## src/rtl/vector_pkg.sv

```systemverilog
`default_nettype none
// ============================================================================
// Module : vector_pkg
// Brief  : Shared fixed-point container, sequencer states and sizing helper.
// Rev    : 1.0 - initial release
// ============================================================================
`ifndef SCREEN_WIDTH
`define SCREEN_WIDTH 640
`endif
`ifndef SCREEN_HEIGHT
`define SCREEN_HEIGHT 480
`endif

package vector_pkg;

    localparam int c_fp_w      = 32;
    localparam int c_frac_bits = 16;

    typedef logic [c_fp_w-1:0] fp;

    typedef enum logic [1:0] {
        IDLE  = 2'd0,
        RUN   = 2'd1,
        DRAIN = 2'd2,
        DONE  = 2'd3
    } seq_state_t;

    // A dimension of 1 still needs a one-bit counter.
    function automatic int cnt_w(input int n);
        return (n > 1) ? $clog2(n) : 1;
    endfunction

endpackage
`default_nettype wire

```

## src/rtl/pixel_coord_sequencer_credit_counter.sv

```systemverilog
`default_nettype none
// ============================================================================
// Module : credit_counter
// Brief  : Outstanding-pixel counter with saturation guard and sticky underflow.
// Rev    : 1.0 - initial release
// ============================================================================
module credit_counter #(
    parameter int MAX_COUNT = 16,
    parameter int CW        = $clog2(MAX_COUNT + 1)
) (
    input  logic          clk,
    input  logic          rst,
    input  logic          i_inc,
    input  logic          i_dec,
    output logic [CW-1:0] o_count,
    output logic          o_underflow
);

    logic [CW-1:0] r_count;
    logic          r_underflow;

    always_ff @(posedge clk) begin
        if (!rst) begin
            r_count     <= '0;
            r_underflow <= 1'b0;
        end else begin
            unique case ({i_inc, i_dec})
                2'b10: if (r_count < CW'(MAX_COUNT)) r_count <= r_count + 1'b1;
                2'b01: begin
                    // A return with nothing outstanding is a downstream protocol error.
                    if (r_count != '0) r_count <= r_count - 1'b1;
                    else               r_underflow <= 1'b1;
                end
                default: ;
            endcase
        end
    end

    assign o_count     = r_count;
    assign o_underflow = r_underflow;

endmodule
`default_nettype wire

```

## src/rtl/pixel_coord_sequencer.sv

```systemverilog
`default_nettype none
// ============================================================================
// Module : pixel_coord_sequencer
// Brief  : Credit-flow-controlled raster source of per-pixel screen coordinates.
// Rev    : 1.0 - initial release
// ============================================================================
module pixel_coord_sequencer
    import vector_pkg::*;
#(
    parameter int SCREEN_WIDTH  = `SCREEN_WIDTH,
    parameter int SCREEN_HEIGHT = `SCREEN_HEIGHT,
    parameter int MAX_IN_FLIGHT = 16,
    localparam int IF_W         = $clog2(MAX_IN_FLIGHT + 1)
) (
    input  logic            clk,
    input  logic            rst,
    input  logic            start,
    input  logic            credit_return,
    output fp               screen_x,
    output fp               screen_y,
    output logic            coords_valid,
    output logic            sof,
    output logic            eof,
    output logic            busy,
    output logic            frame_done,
    output logic [IF_W-1:0] in_flight,
    output logic            credit_error
);

    localparam int c_x_w = cnt_w(SCREEN_WIDTH);
    localparam int c_y_w = cnt_w(SCREEN_HEIGHT);

    seq_state_t       r_state;
    seq_state_t       w_next;
    logic [c_x_w-1:0] r_x;
    logic [c_y_w-1:0] r_y;
    fp                r_sx;
    fp                r_sy;
    logic             r_valid;
    logic             r_sof;
    logic             r_eof;
    logic [IF_W-1:0]  w_in_flight;
    logic             w_underflow;
    logic             w_issue;
    logic             w_last_x;
    logic             w_last_y;

    assign w_last_x = (r_x == c_x_w'(SCREEN_WIDTH - 1));
    assign w_last_y = (r_y == c_y_w'(SCREEN_HEIGHT - 1));
    // Issue gates on the registered count, so a credit returned this edge helps next edge.
    assign w_issue  = (r_state == RUN) && (w_in_flight < IF_W'(MAX_IN_FLIGHT));

    always_ff @(posedge clk) begin
        if (!rst) r_state <= IDLE;
        else      r_state <= w_next;
    end

    always_comb begin
        w_next = r_state;
        unique case (r_state)
            IDLE:    if (start) w_next = RUN;
            RUN:     if (w_issue && w_last_x && w_last_y) w_next = DRAIN;
            DRAIN:   if (w_in_flight == '0) w_next = DONE;
            DONE:    w_next = IDLE;
            default: w_next = IDLE;
        endcase
    end

    always_ff @(posedge clk) begin
        if (!rst) begin
            r_x     <= '0;
            r_y     <= '0;
            r_sx    <= '0;
            r_sy    <= '0;
            r_valid <= 1'b0;
            r_sof   <= 1'b0;
            r_eof   <= 1'b0;
        end else begin
            r_valid <= w_issue;
            r_sof   <= w_issue && (r_x == '0) && (r_y == '0);
            r_eof   <= w_issue && w_last_x && w_last_y;
            if (w_issue) begin
                r_sx <= {{(c_fp_w - c_x_w){1'b0}}, r_x};
                r_sy <= {{(c_fp_w - c_y_w){1'b0}}, r_y};
                // Both counters wrap on the final pixel, leaving them ready for the next frame.
                if (w_last_x) begin
                    r_x <= '0;
                    r_y <= w_last_y ? '0 : r_y + 1'b1;
                end else begin
                    r_x <= r_x + 1'b1;
                end
            end
        end
    end

    credit_counter #(
        .MAX_COUNT (MAX_IN_FLIGHT),
        .CW        (IF_W)
    ) u_credits (
        .clk         (clk),
        .rst         (rst),
        .i_inc       (w_issue),
        .i_dec       (credit_return),
        .o_count     (w_in_flight),
        .o_underflow (w_underflow)
    );

    assign screen_x     = r_sx;
    assign screen_y     = r_sy;
    assign coords_valid = r_valid;
    assign sof          = r_sof;
    assign eof          = r_eof;
    assign busy         = (r_state == RUN) || (r_state == DRAIN);
    assign frame_done   = (r_state == DONE);
    assign in_flight    = w_in_flight;
    assign credit_error = w_underflow;

endmodule
`default_nettype wire

```

## config.mk

```make
export PLATFORM = sky130hd
export DESIGN_NAME = pixel_coord_sequencer
export DESIGN_NICKNAME = d
export VERILOG_FILES = /design/src/rtl/vector_pkg.sv /design/src/rtl/pixel_coord_sequencer_credit_counter.sv /design/src/rtl/pixel_coord_sequencer.sv
export SDC_FILE = /design/constraint.sdc
export NUM_CORES = 1
export LEC_CHECK = 0
export ABC_AREA = 0
export BUFFER_PORTS_ARGS = -buffer_cell sky130_fd_sc_hd__buf_2
export CORE_ASPECT_RATIO = 0.9
export CORE_MARGIN = 4
export CORE_UTILIZATION = 47
export DETAILED_ROUTE_END_ITERATION = 16
export MAX_ROUTING_LAYER = met4
export PLACE_DENSITY = 0.77
export SLEW_MARGIN = 10
export SYNTH_ARGS = -nofsm -noshare
export SYNTH_HDL_FRONTEND = slang
export SYNTH_HIERARCHICAL = 1
export SYNTH_SLANG_ARGS = --single-unit
```

## constraint.sdc

```tcl
create_clock -name clk -period 2.55 [get_ports clk]
set_input_delay 0.1275 -clock clk [delete_from_list [all_inputs] [get_ports clk]]
set_output_delay 0.1275 -clock clk [all_outputs]
set_load 0.02 [all_outputs]
```

## After elaboration in Yosys (flattened, before gate mapping)

Index checks and enable logic that the tools add are counted.

| word-level totals | value |
|---|---|
| flip-flop bits (word level) | 49 |
| bits in latches | 0 |
| memory bits (writable) | 0 |
| ROM bits | 0 |
| bits of input ports | 4 |
| word-level logic and storage cells | 53 |
| memories kept | 0 |

| cells by class | value |
|---|---|
| $add $sub $neg | 4 |
| $mul | 0 |
| div/mod/pow operators | 0 |
| order comparisons | 1 |
| equality and inequality tests | 12 |
| shift operators | 0 |
| muxes and demuxes | 9 |
| bitwise gates (word level) | 1 |
| reductions and logical operators | 16 |

Operator list:

| operator | number |
|---|---|
| $add A10 B1 Y10 const B | 1 |
| $eq A10 B10 Y1 const B | 1 |
| $logic_not A10 Y1 | 1 |
| $mux W10 | 1 |
| $mux W5 | 2 |
| $pmux W5 S2 | 1 |
| $add A9 B1 Y9 const B | 1 |
| $eq A9 B9 Y1 const B | 1 |
| $logic_not A9 Y1 | 1 |
| $mux W9 | 1 |
| $pmux W2 S4 | 1 |
| $eq A2 B2 Y1 const B | 3 |
| $mux W2 | 3 |
| $ne A2 B2 Y1 const B | 3 |
| $reduce_and A3 Y1 | 2 |
| $add A5 B1 Y5 const B | 1 |
| $logic_and A1 B1 Y1 | 5 |
| $logic_not A5 Y1 | 1 |
| $lt A5 B5 Y1 const B | 1 |
| $reduce_bool A5 Y1 | 1 |
| $sub A5 B1 Y5 const B | 1 |
| $eq A2 B1 Y1 const B | 2 |
| $ne A2 B1 Y1 const B | 2 |
| $reduce_and A2 Y1 | 2 |
| other kinds (4) | 4 |

## Depth between registers and ports, before layout

| depth | value |
|---|---|
| word-level depth | 6 |
| depth in mapped cells | 13 |
| gate-level depth less buffers | 11 |

## By module

Netlist, hierarchy kept.

By module, submodules not included:

| module | times used | cells each | area each (um^2) | sequential area each (um^2) |
|---|---|---|---|---|
| pixel_coord_sequencer | 1 | 284 | 2,316.0 | 860.8 |
| credit_counter | 1 | 45 | 395.4 | 120.1 |

## Least setup slack after synthesis

No wires, ideal clock.

| timing | value |
|---|---|
| path type | register -> register |
| from | reg r_state[1] |
| to | reg u_credits.r_count[2] (netlist: u_credits/o_count[2]) |
| setup time | 0.072 ns |
| arrival | 2.513 ns |
| setup slack | -0.034 ns |
| stages on the path, launching flop included | 14 |
| clock period less this slack | 2.584 ns |
| cells stage by stage | dfxtp_1 inv_1 ha_1 nand2b_1 buf_2 clkinv_2 clkbuf_1 nand2b_1 xnor2_1 ha_1 nor4b_1 a21oi_1 a21oi_1 mux2i_1 |

| on the way | value |
|---|---|
| longest elaborated chain between the ends | 5 |
| elaborated cells on any way between the ends | 9 |
| those cells by class | eq/ne (5); mux (1); reduce/logical (3) |

Ends and longest elaborated chain:

| element | RTL line | text |
|---|---|---|
| start: declaration | pixel_coord_sequencer.sv:33 | `seq_state_t r_state;` |
| start signal: assignment | pixel_coord_sequencer.sv:55 | `else r_state <= w_next;` |
| $eq A2 B1 Y1 (*) | pixel_coord_sequencer.sv:51 | `assign w_issue = (r_state == RUN) && (w_in_flight < IF_W'(MAX_IN_FLIGHT));` |
| $logic_and A1 B1 Y1 (*) | pixel_coord_sequencer.sv:51 |  |
| named net w_issue | pixel_coord_sequencer.sv:44 | `logic w_issue;` |
| $eq A2 B1 Y1 / $eq A2 B2 Y1 (equally long branches) | pixel_coord_sequencer_credit_counter.sv:27 | `unique case ({i_inc, i_dec})` |
| $ne A2 B1 Y1 (no source line) (tied with other cells) | n/a |  |
| $reduce_and A3 Y1 (no source line) | n/a |  |
| end signal: assignment | pixel_coord_sequencer_credit_counter.sv:28 | `2'b10: if (r_count < CW'(MAX_COUNT)) r_count <= r_count + 1'b1;` |
| end signal: assignment | pixel_coord_sequencer_credit_counter.sv:31 | `if (r_count != '0) r_count <= r_count - 1'b1;` |
| end: declaration | pixel_coord_sequencer_credit_counter.sv:19 | `logic [CW-1:0] r_count;` |

Mark *: on every way through the listed nets, which the timed path passes. The rest lies on a longest branch.
A chain may end at the register's enable or synchronous reset.

## Worst setup path after layout

| timing | value |
|---|---|
| from | reg r_state[1] |
| to | reg u_credits.r_count[2] (netlist: u_credits/o_count[2]) |

| on the way | value |
|---|---|
| longest elaborated chain between the ends | 5 |
| elaborated cells on any way between the ends | 9 |
| those cells by class | eq/ne (5); mux (1); reduce/logical (3) |

Ends and longest elaborated chain:

| element | RTL line |
|---|---|
| $eq A2 B1 Y1 (*) | pixel_coord_sequencer.sv:51 |
| $logic_and A1 B1 Y1 (*) | pixel_coord_sequencer.sv:51 |
| $eq A2 B1 Y1 / $eq A2 B2 Y1 (equally long branches) | pixel_coord_sequencer_credit_counter.sv:27 |
| $ne A2 B1 Y1 (no source line) (tied with other cells) | n/a |
| $reduce_and A3 Y1 (no source line) | n/a |

Every way passes the cells marked *; elsewhere a longest branch is shown, timed or not.

==> qor.yml <==
run_status:
  status: "finished, final reports clean"
global_route:
  grt_pass1_wl_mm: 8.80
  grt_max_degree: 31
  antenna_found_initial: 0
  grt_use_total_pct: 15.8
  grt_overflow: 0
  grt_pass1_vias: 1952
logic_synthesis:
  yosys.area.top_type: "dfxtp_1"
  yosys.area.top_type_share_pct: 36.2
  seq_area_frac_synth_pct: 36.2
  synth_area_um2: 2710
  synth_compound_area_share_pct: 13.0
  synth_top_family_by_area: "simple AND/OR/NAND/NOR gates"
  synth.area.top_cells: "dfxtp_1 (36%), buf_4 (14%), nand2_1 (7.8%)"
  synthAdderAreaFrac_pct: 4.15
  syn_avg_cell_area_um2: 8.24
  ys.flop_type: "dfxtp_1"
  synth-edff-count: 0
  yosys.area_share.simple_pct: 25.7
  ys_warn_count: 6
  ys_ff_latch: 49
  muxShareOfSynthArea_pct: 0.369
  ys_types: 49
  async_reset_ff_share_pct: 0
  netlist_instances: 329
  synth-xor-area-share_pct: 3.55
timing:
  maxSlewViolCount: 0
  fin_tns_setup_ps: 0
  hold_violations: 0
  skew_ps: 7.54
  rsz0062_at_grt: "no"
  tightest_slew_ps: 526
  min_period_ps: 2390
  setup-violations-final: 0
  min_period_over_period_pct: 93.7
  fmax_mhz: 418
  slew_headroom_pct: 64.7
setup_path:
  cp.required_ps: 2780
  slowest_delay_ps: 370
  slowest_stage: "dfxtp_1"
  cp_cell_sequence: "inv_1, ha_1, nand2b_1, clkinv_2, nand2b_1, xnor2_1, ha_1, nor4b_2, a21oi_1, a21oi_1, mux2i_1"
  crit_path_start: "r_state[1]$_SDFFE_PN0P_"
  critPathArrivalTime_ps: 2620
  path_class: "register to register"
  r2r_cells: 11
  crit_end: "u_credits/o_count[2]$_SDFFE_PN0P_"
  reg2reg_from: "r_state[1]$_SDFFE_PN0P_"
  reg2reg_setup_slack_ps: 160
  worst_setup_path_start_kind: "register"
  path_max_fanout: 6
  end_kind: "register"
  worstReg2RegEnd: "u_credits/o_count[2]$_SDFFE_PN0P_"
routing:
  drtIter0Drc: 120
  routedWlPerCell_um: 12.5
  drtAntennaViolNets: 0
  vias: 2169
  dr.pass1.iters: 4
  wl_mm: 5.31
  viasPerCell: 5.09
  drc_errors: 0
finish:
  final_cell_mix: "nand2_1 (56), dfxtp_1 (49), conb_1 (45)"
  fillerInstances: 523
  area_delta_synth_final_pct: 4.29
  stdcell_count: 426
  layout.cells.most_common: "nand2_1"
  regArea_um2: 981
  multi_input_area_um2: 1440
  drive_above_1_share_pct: 16.7
  diodes: 0
  nNetsFinal: 371
placed_design:
  dp.cells: 418
  gp_congestion: 0.879
  port_buffers: 33
  dp_hpwl_mm: 3.79
floorplan:
  die_h_um: 80.1
  rows: 25
  die_w_um: 88.1
  start_util_pct: 50.1
  core_area_um2: 5410
  dieArea_um2: 7050
  ios: 79
clock_network:
  insertion_delay_ps: 300
  cts_setup_buffers: 0
  clk_pin_slew_ps: 80
  cts_buffer_depth: 2
  cts_buffers: 5
  htreeDepth: 2
  cts_hold_buf: 0
  cts_tree: "built"
  root_buffer: "clkbuf_8"
  cts_num_sinks: 49
power_and_ir_drop:
  max-vdd-ir-drop_uv: 577
  pwr_density_cell_nw_per_um2: 808
  p_leak_nw: 1.18
hold_path:
  hold_class: "primary input to register"
run:
  max_cap_violations: 0
-- what timing repair did --
item / 4_1_cts / 5_1_grt
setup endpoints to repair: 0 / 1
endpoints found under the hold margin: 0 / 0
gates resized for setup: 0 / 1
-- area by class of cell --
cell class	instances	area share (%)
multi-input combinational	255	51.0
sequential	49	34.7
timing repair buffer	37	6.90
tap	67	2.96
clock buffer	6	2.57
inverter	10	1.37
clock inverter	2	0.531
-- cells in the mapped netlist, types with 6 or more instances --
| cell type | n |
|---|---|
| clkbuf_1 | 7 |
| nor2_1 | 23 |
| inv_1 | 8 |
| dfxtp_1 | 49 |
| nand2_1 | 56 |
| nor3_1 | 7 |
| xor2_1 | 6 |
| buf_4 | 49 |
| nand3_1 | 11 |
| a21oi_1 | 34 |
| ha_1 | 9 |
-- critical path, delay by kind of cell (launching register included) --
kind / cells / cell delay [ps]
simple gates: 3 / 670
fa+ha+maj: 2 / 490
flops: 1 / 370
compound gates: 2 / 270
mux: 1 / 190
xor+xnor: 1 / 180
buf+inv: 2 / 150
-- power by group --
group	internal, mW	switching (mW)
registers	0.840	0.0913
clock network	0.193	0.253
logic	0.309	0.597
total	1.34	0.941
-- registers in the layout, summed over array words and instances, names as in the netlist --
signal / count
u_credits/o_underflow: 1
coords_valid: 1
sof: 1
screen_y: 9
eof: 1
u_credits/o_count: 5
r_state: 2
r_x: 10
screen_x: 10
r_y: 9
-- how the worst min path moves through the flow --
stage,cells past startpoint,endpoint,start
global placement,2,screen_x[7]$_SDFFE_PN0P_,screen_x[7]$_SDFFE_PN0P_
finish,3,u_credits/o_count[2]$_SDFFE_PN0P_,rst
CTS,3,u_credits/o_count[2]$_SDFFE_PN0P_,rst
global route,3,u_credits/o_count[2]$_SDFFE_PN0P_,rst
detailed placement,2,screen_y[4]$_SDFFE_PN0P_,screen_y[4]$_SDFFE_PN0P_
floorplan,2,u_credits/o_count[2]$_SDFFE_PN0P_,rst
-- per-stage QoR --
step / setup WS (ps) / area [µm²] / hold WS (ps) / util (%) / total power, mW
2_1_floorplan: 16.8 / 2880 / 275 / - / 1.69
3_3_place_gp: 354 / 2730 / 443 / 50.5 / 1.82
3_5_place_dp: 181 / 2730 / 444 / 50.5 / 1.83
4_1_cts: 131 / 2820 / 137 / 52.1 / 2.29
5_1_grt: 77.0 / 2830 / 164 / 52.3 / 2.44
6_report: 160 / 2830 / 145 / 52.3 / 2.28
-- metal layers --
layer	share of wire [%]	GRT usage [%]	wire length [µm]
met3	7.4	2.87	393
met5	0	-	0
met1	47	19.9	2490
met4	1.8	6.50	96
met2	44	25.0	2330
-- kinds of logic after synthesis --
family                   after synthesis
AND/OR/NAND/NOR                      135
buffers and inverters                 69
AO/OA/AOI/OAI                         54
flip-flops                            49
XOR/XNOR                              11
adder cells (fa/ha/maj)                9
other                                  1
multiplexers                           1
Power figures use the tool's default switching activity.
